## src/rtl/bch_syndrome_calc.sv

```systemverilog
// Bit-serial BCH syndrome calculator: Horner evaluation of S1..S2t over GF(2^m).
// Optional macro BCH_SYND_EVEN_SQR_EN: accumulate odd S_j only, derive S_2i = (S_i)^2 at output.
module bch_syndrome_calc #(
    parameter int unsigned m      = 7,
    parameter int unsigned t      = 10,
    parameter int unsigned n      = 127,
    parameter int unsigned irrpol = 137
) (
    input  logic                iclk,
    input  logic                ireset,
    input  logic                iclkena,
    input  logic                isop,
    input  logic                ieop,
    input  logic                ival,
    input  logic                idat,
    output logic                osyndrome_val,
    output logic [1:2*t][m-1:0] osyndrome,
    output logic                onzero,
    output logic                olen_err
);
    localparam int unsigned    T2     = 2 * t;
    localparam int unsigned    CW     = $clog2(n + 1);
    localparam logic [m-1:0]   Poly   = m'(irrpol);
    localparam logic [CW-1:0]  CntMax = '1;
    localparam logic [CW-1:0]  NLen   = CW'(n);

    typedef logic [1:2*t][m-1:0] synd_t;
    typedef enum logic {StIdle, StAcc} state_t;

    // Repeated multiply-by-alpha; p is a constant at every call site, so this folds to XORs.
    function automatic logic [m-1:0] mul_alpha_pow(input logic [m-1:0] a, input int unsigned p);
        logic [m-1:0] r;
        r = a;
        for (int unsigned k = 0; k < p; k++) begin
            r = {r[m-2:0], 1'b0} ^ (r[m-1] ? Poly : '0);
        end
        return r;
    endfunction

`ifdef BCH_SYND_EVEN_SQR_EN
    localparam bit EvenSqr = 1'b1;

    function automatic logic [m-1:0] gf_sqr(input logic [m-1:0] a);
        logic [m-1:0] r;
        r = '0;
        for (int k = m - 1; k >= 0; k--) begin
            r = mul_alpha_pow(r, 1) ^ (a[k] ? a : '0);
        end
        return r;
    endfunction

    // Ascending order lets S_4 = (S_2)^2 reuse the already-derived S_2.
    function automatic synd_t expand_even(input synd_t u);
        synd_t s;
        s = u;
        for (int unsigned j = 2; j <= T2; j += 2) begin
            s[j] = gf_sqr(s[j/2]);
        end
        return s;
    endfunction
`else
    localparam bit EvenSqr = 1'b0;
`endif

    state_t        state;
    logic [CW-1:0] cnt;
    logic [CW-1:0] cnt_upd;
    synd_t         acc;
    synd_t         acc_upd;
    synd_t         syn_out;
    logic          accept;
    logic          fin;

    always_comb begin
        acc_upd = '0;
        for (int unsigned j = 1; j <= T2; j++) begin
            if (!(EvenSqr && (j % 2 == 0))) begin
                acc_upd[j] = isop ? {{(m-1){1'b0}}, idat}
                                  : (mul_alpha_pow(acc[j], j) ^ {{(m-1){1'b0}}, idat});
            end
        end
`ifdef BCH_SYND_EVEN_SQR_EN
        syn_out = expand_even(acc_upd);
`else
        syn_out = acc_upd;
`endif
        cnt_upd = isop ? CW'(1) : ((cnt == CntMax) ? cnt : cnt + CW'(1));
        accept  = ival && (isop || (state == StAcc));
        fin     = accept && ieop;
    end

    always_ff @(posedge iclk or negedge ireset) begin
        if (!ireset) begin
            state         <= StIdle;
            cnt           <= '0;
            acc           <= '0;
            osyndrome_val <= 1'b0;
            osyndrome     <= '0;
            onzero        <= 1'b0;
            olen_err      <= 1'b0;
        end else if (iclkena) begin
            osyndrome_val <= fin;
            if (accept) begin
                acc   <= acc_upd;
                cnt   <= cnt_upd;
                state <= ieop ? StIdle : StAcc;
            end
            if (fin) begin
                osyndrome <= syn_out;
                onzero    <= |syn_out;
                olen_err  <= (cnt_upd != NLen);
            end
        end
    end

endmodule

```

## config.mk

```make
export PLATFORM = sky130hd
export DESIGN_NAME = bch_syndrome_calc
export DESIGN_NICKNAME = d
export VERILOG_FILES = /design/src/rtl/bch_syndrome_calc.sv
export SDC_FILE = /design/constraint.sdc
export NUM_CORES = 1
export LEC_CHECK = 0
export ABC_AREA = 1
export BUFFER_PORTS_ARGS = -buffer_cell sky130_fd_sc_hd__buf_2
export CORE_ASPECT_RATIO = 0.8
export CORE_MARGIN = 2
export CORE_UTILIZATION = 35
export CTS_BUF_LIST = sky130_fd_sc_hd__clkbuf_16
export DETAILED_ROUTE_END_ITERATION = 8
export GPL_TIMING_DRIVEN = 0
export PLACE_DENSITY = 0.63
export SLEW_MARGIN = 40
export SYNTH_ARGS = -nofsm -noshare
export SYNTH_HDL_FRONTEND = slang
export SYNTH_SLANG_ARGS = --single-unit
```

## constraint.sdc

```tcl
create_clock -name iclk -period 2.61 [get_ports iclk]
set_input_delay 0.522 -clock iclk [delete_from_list [all_inputs] [get_ports iclk]]
set_output_delay 0.522 -clock iclk [all_outputs]
set_load 0.02 [all_outputs]
```

==> results of run 1 <==
-- power by group through the flow --
stage | clock network (mW) | registers [mW] | logic [mW]
global route | 4.81 | 7.54 | 10.3
finish | 4.56 | 7.34 | 9.17
detailed placement | 0 | 7.37 | 9.08
global placement | 0 | 7.33 | 8.86
floorplan | 0 | 7.95 | 5.45
CTS | 4.61 | 7.31 | 9.12
-- cell type report --
cell class                 instances  area [um2]  share of cell area (%)
clock buffer                      30         751                    4.37
multi-input combinational       1445        6290                    36.7
timing repair buffer             153         871                    5.07
tap                              544         681                    3.96
sequential                       291        7280                    42.4
inverter                         151         567                    3.30
buffer                            91         445                    2.59
clock inverter                    26         278                    1.62
-- worst reg2reg max path, delay by kind of cell, from the launching register on --
family                 cells  cell delay (ps)
AO/OA/AOI/OAI              2              200
buffers and inverters      6             1650
flip-flops                 1              360
AND/OR/NAND/NOR            2              140
-- flip-flops by register name (all words and copies together) (netlist names) --
| signal | cells |
|---|---|
| state | 1 |
| acc | 140 |
| olen_err | 1 |
| osyndrome_val | 1 |
| onzero | 1 |
| osyndrome | 140 |
| cnt | 7 |
-- cell usage after synthesis --
master    instances
a21oi_1          21
a21oi_2           1
a31oi_1          26
buf_1             3
buf_2            48
buf_4             5
buf_6             3
clkbuf_1         30
clkbuf_2          2
clkinv_1          1
dfrtp_1         291
ha_1              1
inv_1           144
inv_2             6
nand2_1         786
nand2_2           4
nand3_1         190
nand3_2           1
nand3b_1          1
nand4_1          21
nor2_1           96
nor2_2            1
nor3_1            1
nor4_1            1
o211ai_1          1
o21a_1            1
o21ai_0         251
o21ai_1          19
o21ai_2           1
or2_1             2
or2_2             4
xnor2_1           7
xor2_1            7
xor2_2            1
-- cells by family after synthesis --
kind of cell / share of synthesized area [%]
and+or+nand+nor: 30.8
AOI/OAI and AO/OA: 11.3
DFF: 49.9
buffers and inverters: 6.94
xor gates and xnor gates: 0.952
adders and majority gates: 0.0858
-- stage by stage --
stage / util [%] / worst slack, ps
CTS: 42.0 / 229
global placement: 39.2 / -4550
global route: 42.0 / 82.3
finish: 42.0 / 167
detailed placement: 39.5 / -127
floorplan: - / 866
-- final timing paths --
| check | from | end | slack, ps | depth (start not counted) |
|---|---|---|---|---|
| max in group asynchronous | ireset | osyndrome[44]$_DFFE_PN0P_ | 820 | 5 |
| worst max-delay path | state$_DFFE_PN0P_ | osyndrome[34]$_DFFE_PN0P_ | 170 | 10 |
| min in group asynchronous | ireset | osyndrome[94]$_DFFE_PN0P_ | 430 | 2 |
| worst min register to register | osyndrome[138]$_DFFE_PN0P_ | osyndrome[138]$_DFFE_PN0P_ | 470 | 2 |
| worst max register to register | state$_DFFE_PN0P_ | osyndrome[34]$_DFFE_PN0P_ | 170 | 10 |
| worst min-delay path | iclkena | osyndrome_val$_DFFE_PN0P_ | 130 | 2 |
-- routing by layer --
metal,vias to the layer above,wire (um),track usage [%]
met5,-,0,0
met2,565,21700,34.7
met4,0,1520,6.98
met1,6878,23500,34.3
li1,6747,-,-
met3,94,4140,4.37
-- timing repair --
item	in CTS	in global routing
hold endpoints to repair	47	0
hold buffers	1	0
gates resized for setup	0	0
==> metrics.md, run 1 <==
| Metric | Value |
|---|---|
| Most area-consuming cells after synthesis | `dfrtp_1 50%, nand2_1 20%, o21ai_0 8.6%` |
| Internal Power | `11.5 mW` |
| Worst Hold Margin | `132 ps` |
| CP required | `3100 ps` |
| Number of I/O port buffers | `148` |
| Vias per inst | `between 5 and 6` |
| Share of the clock period used by the worst path | `between 90% and 100%` |
| Synthesized netlist net count | `1986` |
| Top Ports | `150` |
| Final-report max-slew violation count | `0` |
| Transition time at the pin with the least slew margin | `788 ps` |
| Placed Cells | `~2700` |
| Switching power as a share of total power | `roughly 45%` |
| Sequential area share after synthesis | `49.9%` |
| Detailed-route DRC error count | `0` |
| CTS root buf | `clkbuf_16` |
| Top achievable clock speed | `0.409 GHz` |
| TritonCTS clock tree | `built` |
| Final design area excluding fillers | `17200 um2` |
| Post-Route Setup TNS | `0 ps` |
| Seq pwr share | `a little over a third` |
| Hold Vio Cnt, Final | `0` |
| Half-perimeter wire length after placement | `roughly 37000 um` |
| IR drop worst, VDD | `between 0.5 and 0.6 mV` |
| # Post-CTS Setup Buffers | `0` |
| Remaining antenna violation count | `0` |
| N_diodes | `0` |
| Yosys cell types | `34` |
| Maximum net fanout on the critical path | `10` |
| Max-Cap Viols | `0` |
| Starting density of the core | `between 30% and 40%` |
| Combined global-route utilization of all metal layers | `23.3%` |
| Mean instance size in the synthesized netlist | `~7.4 um2` |
| Worst-case clock skew | `17.3 ps` |
| Die area | `43300 um2` |
| Post-synthesis sequential element count | `291` |
| Buffer levels on the longest clock path | `3` |
| Aggregate routed wire length | `50800 um` |
| Die span in y | `187 um` |
| Number of cells in the finished layout apart from fillers | `approximately 2700` |
| Critical Path Most Common Cell | `buf_2` |
| Largest stage delay on the critical path | `500 ps` |
| Iteration-0 DRC Markers | `1458` |
| RSZ-0062 raised after global routing | `no` |
| Total power | `21.1 mW` |
| Number of buffers created by CTS | `30` |
| Status | `finished, final reports clean` |
| WL/cell | `18.6 um` |
| Clock period minus final worst setup slack | `2440 ps` |
| Number of inserted filler cells in the final layout | `4193` |
| Arrival time reported for the critical path endpoint | `2930 ps` |
| Post-DP Area | `16100 um2` |
| Number of nets in the layout | `2171` |
| Worst max-slew margin expressed relative to the limit | `47.5%` |
| Slowest cell on the critical path | `buf_2` |
| Clock slew seen by the registers of the worst setup and hold paths | `70 ps` |
| Width of the die | `232 um` |
| Power per cell area | `1230 nW/um2` |
| Cells traversed along the worst timing path | `inv_1, a21oi_2, inv_2, nor2_2, inv_2, buf_2, buf_2, buf_2, nand2_1, o21ai_0` |
| Hold Crit Class | `primary input to flip-flop` |
| Combinational group share of total power | `43.5%` |
| Cell taking the most area after synthesis | `dfrtp_1` |
| Global placement routability congestion | `roughly 0.9` |
| Vias in the first global route | `about 13000` |
| Cells after Synth | `1978` |
| Top cell type's share of synthesized area | `between 40% and 50%` |
| Count of synthesis-stage warnings from yosys | `0` |
| Critical path class | `flip-flop to flip-flop` |
| Area added between synthesis and finish | `17.7%` |
| Net Switching | `about 9.6 mW` |
| Clk sink count | `291` |
| Insertion delay of the later-clocked pin in the worst-skew pair | `590 ps` |
| CTS H-Tree Depth | `1` |
| Cell family with most CP delay | `buffers and inverters` |
| Wire length of the first global-routing pass | `just under 80000 um` |
| 1st-pass router iterations | `7` |
| Critical Path End Type | `flip-flop` |
| Leakage | `8.79 nW` |
| Share of power burned in the clock network | `between 20% and 30%` |
| Share of final-layout standard cells stronger than drive strength 1 | `about 13%` |
| Row count | `66` |
| Launching element type of the critical path | `flip-flop` |
| Most common cell after layout, fill and taps aside | `nand2_1` |
| Number of antenna violations at the first check in global routing | `1` |
| Placeable core region | `40900 um2` |
| Bufs and invs on worst path | `6` |
| Total grt overflow | `0` |
| Area of the mapped netlist | `14600 um2` |
| Count of vias placed by the detailed router | `14300` |
| Maximum number of pins on one net before global-route repair | `73` |
| Commonest cells after routing, fill and taps aside | `786 x nand2_1, 291 x dfrtp_1, 251 x o21ai_0` |
| Number of failing setup endpoints in the final timing report | `0` |
(Power assumes the default switching activity.)
==> run 2: changes to the inputs <==
--- a/config.mk
+++ b/config.mk
@@ -7,13 +7,15 @@
 export LEC_CHECK = 0
 export ABC_AREA = 1
 export BUFFER_PORTS_ARGS = -buffer_cell sky130_fd_sc_hd__buf_2
+export CELL_PAD_IN_SITES_DETAIL_PLACEMENT = 2
+export CELL_PAD_IN_SITES_GLOBAL_PLACEMENT = 2
 export CORE_ASPECT_RATIO = 0.8
 export CORE_MARGIN = 2
 export CORE_UTILIZATION = 35
 export CTS_BUF_LIST = sky130_fd_sc_hd__clkbuf_16
 export DETAILED_ROUTE_END_ITERATION = 8
 export GPL_TIMING_DRIVEN = 0
-export PLACE_DENSITY = 0.63
+export PLACE_DENSITY = 0.93
 export SLEW_MARGIN = 40
 export SYNTH_ARGS = -nofsm -noshare
 export SYNTH_HDL_FRONTEND = slang
==> metrics.md, run 2 (synthesis gave the netlist of run 1 again) <==
| Metric | Value |
|---|---|
| Remaining antenna violation count | `0 (unchanged)` |
| Leakage | `8.85 nW (+0.77%)` |
| Combined global-route utilization of all metal layers | `36.3% (+13 points)` |
| Top Ports | `150 (unchanged)` |
| Vias per inst | `5.98 (+14%)` |
| Violated checks | `negative setup slack` |
| WL/cell | `28.9 um (+55%)` |
| Share of power burned in the clock network | `20.8% (-0.8 points)` |
| Share of the clock period used by the worst path | `101% (+7.8 points)` |
| Half-perimeter wire length after placement | `48300 um (+31%)` |
| Global placement routability congestion | `0.895 (-0.75%)` |
| Number of inserted filler cells in the final layout | `4712 (+12%)` |
| Power per cell area | `1380 nW/um2 (+12%)` |
| Wire length of the first global-routing pass | `119000 um (+52%)` |
| Transition time at the pin with the least slew margin | `935 ps (+147 ps)` |
| Dpl ws | `-488 ps (-361 ps)` |
| Clk sink count | `291 (unchanged)` |
| CP required | `3060 ps (-40 ps)` |
| Post-Route Utilization | `42.2% (+0.24 points)` |
| Seq pwr share | `32.6% (-2.2 points)` |
| Number of cells in the finished layout apart from fillers | `2743 (+0.44%)` |
| Switching power as a share of total power | `51.3% (+5.8 points)` |
| Reg area | `7280 um2 (unchanged)` |
| Status | `finished with violations` |
| Insertion delay of the later-clocked pin in the worst-skew pair | `600 ps (about the same)` |
| Final-report max-slew violation count | `0 (unchanged)` |
| Width of the die | `232 um (unchanged)` |
| Vias in the first global route | `18600 (+38%)` |
| Clock period minus final worst setup slack | `2650 ps (+204 ps)` |
| Maximum net fanout on the critical path | `10 (unchanged)` |
| Area added between synthesis and finish | `18.4%` |
| Top achievable clock speed | `0.378 GHz (-7.7%)` |
| Post-DP Area | `16100 um2 (unchanged)` |
| Iteration-0 DRC Markers | `1603 (+9.9%)` |
| Share of final-layout standard cells stronger than drive strength 1 | `13.1% (+0.36 points)` |
| Count of vias placed by the detailed router | `16400 (+15%)` |
| Number of nets in the layout | `2180 (+0.41%)` |
| Combinational group share of total power | `46.6% (+3.1 points)` |
| Launching element type of the critical path | `primary input` |
| Hold Vio Cnt, Final | `0 (unchanged)` |
| Maximum number of pins on one net before global-route repair | `72 (-1.4%)` |
| IR drop worst, VDD | `0.433 mV (-20%)` |
| Commonest cells after routing, fill and taps aside | `785 x nand2_1, 291 x dfrtp_1, 251 x o21ai_0` |
| Final design area excluding fillers | `17300 um2 (+0.58%)` |
| Max-Cap Viols | `0 (unchanged)` |
| Number of buffers created by CTS | `35 (+17%)` |
| Arrival time reported for the critical path endpoint | `3100 ps (+170 ps)` |
| Aggregate routed wire length | `79400 um (+56%)` |
| Internal Power | `11.6 mW (+0.60%)` |
| CTS H-Tree Depth | `2 (+1)` |
| Die span in y | `187 um (unchanged)` |
| Worst Hold Margin | `143 ps (+11.1 ps)` |
| TritonCTS clock tree | `built` |
| Die area | `43300 um2 (unchanged)` |
| Slack of the critical path | `-37.0 ps (-204 ps)` |
| Worst max-slew margin expressed relative to the limit | `37.7% (-9.8 points)` |
| CTS root buf | `clkbuf_16` |
| Critical Path End Type | `flip-flop` |
| Combined area of the multi-input logic cells | `6320 um2 (+0.42%)` |
| Buffer levels on the longest clock path | `3 (unchanged)` |
| Placeable core region | `40900 um2 (unchanged)` |
| Critical path class | `primary input to flip-flop` |
| Detailed-route DRC error count | `0 (unchanged)` |
| Most common cell after layout, fill and taps aside | `nand2_1` |
| Number of failing setup endpoints in the final timing report | `2 (+2)` |
| Post-Route Setup TNS | `-53.7 ps (-53.7 ps)` |
| Number of antenna violations at the first check in global routing | `6 (+5)` |
| Starting density of the core | `35.7% (unchanged)` |
| 1st-pass router iterations | `5 (-2)` |
| Clock slew seen by the registers of the worst setup and hold paths | `60 ps (about the same)` |
| Largest registers | `acc (140), osyndrome (140), cnt (7)` |
| Placed Cells | `2674 (unchanged)` |
| Hold Crit Class | `primary input to flip-flop` |
| Row count | `66 (unchanged)` |
| Net Switching | `12.2 mW (+27%)` |
| Total power | `23.7 mW (+13%)` |
| Worst-case clock skew | `29.2 ps (+11.9 ps)` |
| Total grt overflow | `0 (unchanged)` |
| Number of I/O port buffers | `148 (unchanged)` |
[run 2: worst paths after layout]
| path | endpoint | cells past startpoint | start | slack [ps] |
|---|---|---|---|---|
| min in group asynchronous | acc[28]$_DFFE_PN0P_ | 2 | ireset | 450 |
| worst min-delay path | osyndrome_val$_DFFE_PN0P_ | 2 | iclkena | 140 |
| worst max-delay path | onzero$_DFFE_PN0P_ | 13 | isop | -40 |
| worst min register to register | osyndrome[132]$_DFFE_PN0P_ | 2 | osyndrome[132]$_DFFE_PN0P_ | 480 |
| worst max register to register | olen_err$_DFFE_PN0P_ | 11 | cnt[1]$_DFFE_PN0P_ | -20 |
| max in group asynchronous | osyndrome[85]$_DFFE_PN0P_ | 4 | ireset | 1010 |
[run 2: cell type report]
type,count,area share (%)
Clock inverter,24,0.746
Sequential cell,291,42.2
Buffer,90,2.59
Clock buffer,37,5.36
Tap cell,544,3.94
Inverter,151,3.28
Multi-Input combinational cell,1445,36.6
Timing Repair Buffer,158,5.26
Antenna cell,3,0.0435
[run 2: metal layers]
layer	up-vias	global-route usage, %	share of wire, %
met5	-	0	0.050
met3	345	8.83	7.8
met4	6	22.8	6.7
met1	8448	42.9	38
met2	864	59.1	47
li1	6753	-	-
[run 2: power by group through the flow]
stage | registers (mW) | logic, mW | clock network [mW]
floorplan | 7.95 | 5.45 | 0
global placement | 7.35 | 8.89 | 0
detailed placement | 7.52 | 9.83 | 0
CTS | 7.62 | 10.7 | 4.94
global route | 7.85 | 11.9 | 5.12
finish | 7.74 | 11.1 | 4.95
[run 2: critical path, stage by stage]
cell	delay [ps]
buf_2	130
inv_2	90
clkbuf_1	420
nand2_1	370
nand4_1	170
nor2_1	170
nand3_1	170
nor2_1	190
nand3_1	270
nor2_1	200
nand2_1	100
nor2_1	190
nor2_1	90
[run 2: timing repair]
| action | 4_1_cts | 5_1_grt |
|---|---|---|
| endpoints found under the setup margin | 1 | 16 |
| resized for setup | 1 | 7 |
| endpoints found under the hold margin | 52 | 0 |
| buffers inserted | 0 | 5 |
| hold buffers | 1 | 0 |
==> run 3: changes to the inputs <==
--- a/config.mk
+++ b/config.mk
@@ -15,7 +15,7 @@
 export CTS_BUF_LIST = sky130_fd_sc_hd__clkbuf_16
 export DETAILED_ROUTE_END_ITERATION = 8
 export GPL_TIMING_DRIVEN = 0
-export PLACE_DENSITY = 0.93
+export PLACE_DENSITY_LB_ADDON = 0.1
 export SLEW_MARGIN = 40
 export SYNTH_ARGS = -nofsm -noshare
 export SYNTH_HDL_FRONTEND = slang
==> metrics.md, run 3 (synthesis gave the netlist of run 1 again) <==
| Metric | Value |
|---|---|
| RSZ-0062 raised after global routing | `no` |
| Total grt overflow | `0 (unchanged)` |
| Critical Path End Type | `flip-flop` |
| Share of the clock period used by the worst path | `95.5% (-5.9 points)` |
| Final design area excluding fillers | `17200 um2 (-0.35%)` |
| Post-DP Area | `16100 um2 (about the same)` |
| Count of vias placed by the detailed router | `14700 (-10%)` |
| Global placement routability congestion | `0.875 (-2.2%)` |
| Row count | `66 (unchanged)` |
| Remaining antenna violation count | `0 (unchanged)` |
| Width of the die | `232 um (unchanged)` |
| WL/cell | `22.8 um (-21%)` |
| Max-Cap Viols | `0 (unchanged)` |
| Die area | `43300 um2 (unchanged)` |
| Aggregate routed wire length | `62500 um (-21%)` |
| Hold Crit Class | `primary input to flip-flop` |
| 1st-pass router iterations | `5 (unchanged)` |
| Starting density of the core | `35.7% (unchanged)` |
| Maximum number of pins on one net before global-route repair | `68 (-5.6%)` |
| Half-perimeter wire length after placement | `45400 um (-5.8%)` |
| Iteration-0 DRC Markers | `858 (-46%)` |
| Slack of the critical path | `118 ps (+155 ps)` |
| Clock slew seen by the registers of the worst setup and hold paths | `70 ps (about the same)` |
| Number of antenna violations at the first check in global routing | `2 (-4)` |
| Placeable core region | `40900 um2 (unchanged)` |
| Number of nets in the layout | `2175 (-0.23%)` |
| Transition time at the pin with the least slew margin | `886 ps (-49.0 ps)` |
| Hold Vio Cnt, Final | `0 (unchanged)` |
| Area added between synthesis and finish | `18.0%` |
| CTS root buf | `clkbuf_16` |
| Number of buffers created by CTS | `34 (-2.9%)` |
| Wire length of the first global-routing pass | `97600 um (-18%)` |
| Top achievable clock speed | `0.401 GHz (+6.2%)` |
| Number of inserted filler cells in the final layout | `4788 (+1.6%)` |
| Power per cell area | `1280 nW/um2 (-7.2%)` |
| Vias per inst | `5.39 (-9.9%)` |
| Clock period minus final worst setup slack | `2490 ps (-155 ps)` |
| Vias in the first global route | `16000 (-14%)` |
| Worst-case clock skew | `15.5 ps (-13.7 ps)` |
| Commonest cells after routing, fill and taps aside | `786 x nand2_1, 291 x dfrtp_1, 251 x o21ai_0` |
| IR drop worst, VDD | `0.502 mV (+16%)` |
| Most common cell after layout, fill and taps aside | `nand2_1` |
| Share of final-layout standard cells stronger than drive strength 1 | `12.7% (-0.41 points)` |
| Critical path class | `flip-flop to flip-flop` |
| Top Ports | `150 (unchanged)` |
| Insertion delay of the later-clocked pin in the worst-skew pair | `540 ps (-60 ps)` |
| Dpl ws | `-316 ps (+172 ps)` |
| TritonCTS clock tree | `built` |
| Combined global-route utilization of all metal layers | `29.2% (-7.1 points)` |
| CTS H-Tree Depth | `2 (unchanged)` |
| Die span in y | `187 um (unchanged)` |
| Arrival time reported for the critical path endpoint | `2890 ps (-210 ps)` |
| Launching element type of the critical path | `flip-flop` |
| Worst max-slew margin expressed relative to the limit | `40.9% (+3.3 points)` |
| Maximum net fanout on the critical path | `10 (unchanged)` |
| Leakage | `8.82 nW (-0.35%)` |
| Buffer levels on the longest clock path | `3 (unchanged)` |
| Number of failing setup endpoints in the final timing report | `0 (-2)` |
| Post-Route Utilization | `42.1% (-0.15 points)` |
| Clk sink count | `291 (unchanged)` |
| Final-report max-slew violation count | `0 (unchanged)` |
| Detailed-route DRC error count | `0 (unchanged)` |
| CP required | `3010 ps (-50 ps)` |
| Largest registers | `acc (140), osyndrome (140), cnt (7)` |
| Number of I/O port buffers | `148 (unchanged)` |
| Status | `finished, final reports clean` |
run 3: cell types whose count changed in the layout (fill, tap and decap cells not counted), sizes merged:
| cell | previous run | this run |
|---|---|---|
| buf | 214 | 210 |
| bufinv | 1 | 3 |
| clkbuf | 70 | 68 |
| clkinv | 16 | 15 |
| clkinvlp | 1 | 0 |
| diode | 3 | 1 |
| inv | 157 | 156 |
run 3: timing repair:
item                                   in CTS  in global routing
endpoints found under the hold margin      51                  0
resized for setup                           0                  3
setup endpoints to repair                   0                 29
hold buffers                                1                  0
setup buffers                               0                  0
run 3: area by class of cell:
class / count / area [um2] / area share, %
flip-flops and latches: 291 / 7280 / 42.3
multi-input cells: 1445 / 6300 / 36.6
clock buffers: 35 / 876 / 5.09
repair buffers: 153 / 871 / 5.06
well taps: 544 / 681 / 3.96
inverters: 151 / 567 / 3.29
plain buffers: 91 / 450 / 2.62
clock inverters: 23 / 178 / 1.03
diodes: 1 / 2.50 / 0.0145
run 3: final timing paths:
| kind | slack (ps) | cells after the start | to | startpoint |
|---|---|---|---|---|
| max in group asynchronous | 1050 | 4 | osyndrome[70]$_DFFE_PN0P_ | ireset |
| max reg2reg | 120 | 9 | osyndrome_val$_DFFE_PN0P_ | state$_DFFE_PN0P_ |
| min | 190 | 2 | osyndrome_val$_DFFE_PN0P_ | iclkena |
| max | 120 | 9 | osyndrome_val$_DFFE_PN0P_ | state$_DFFE_PN0P_ |
| min reg2reg | 480 | 2 | osyndrome[127]$_DFFE_PN0P_ | osyndrome[127]$_DFFE_PN0P_ |
| min in group asynchronous | 510 | 2 | osyndrome[124]$_DFFE_PN0P_ | ireset |
run 3: where the power goes:
part	internal (mW)	switching [mW]	leakage (nW)	total, mW
logic	2.90	6.84	4.50	9.74
registers	5.99	1.47	3.78	7.46
clock network	2.72	2.04	0.541	4.76
total	11.6	10.3	8.82	22.0
run 3: metrics by stage:
step / hold WS (ps) / power (mW) / instances / TNS [ps]
2_1_floorplan: 226 / 13.4 / 1978 / 0
3_3_place_gp: 453 / 16.4 / 2670 / -1412120
3_5_place_dp: 463 / 17.1 / 2674 / -19250
4_1_cts: 181 / 22.0 / 2733 / 0
5_1_grt: 199 / 23.6 / 2733 / 0
6_report: 191 / 22.0 / 2734 / 0
run 3: critical path, cell delays in order (launching register included):
cell	delay, ps
dfrtp_1	360
inv_1	110
a21oi_2	100
inv_2	160
nor2_2	60
inv_2	60
buf_2	470
buf_2	480
buf_2	380
o21ai_0	140
run 3: metal layers:
metal	wire length, um	track usage, %	up-vias
met5	0	0	-
met4	1180	7.17	0
met3	2570	4.06	70
met2	29500	47.9	285
met1	29300	40.6	7637
li1	-	-	6745
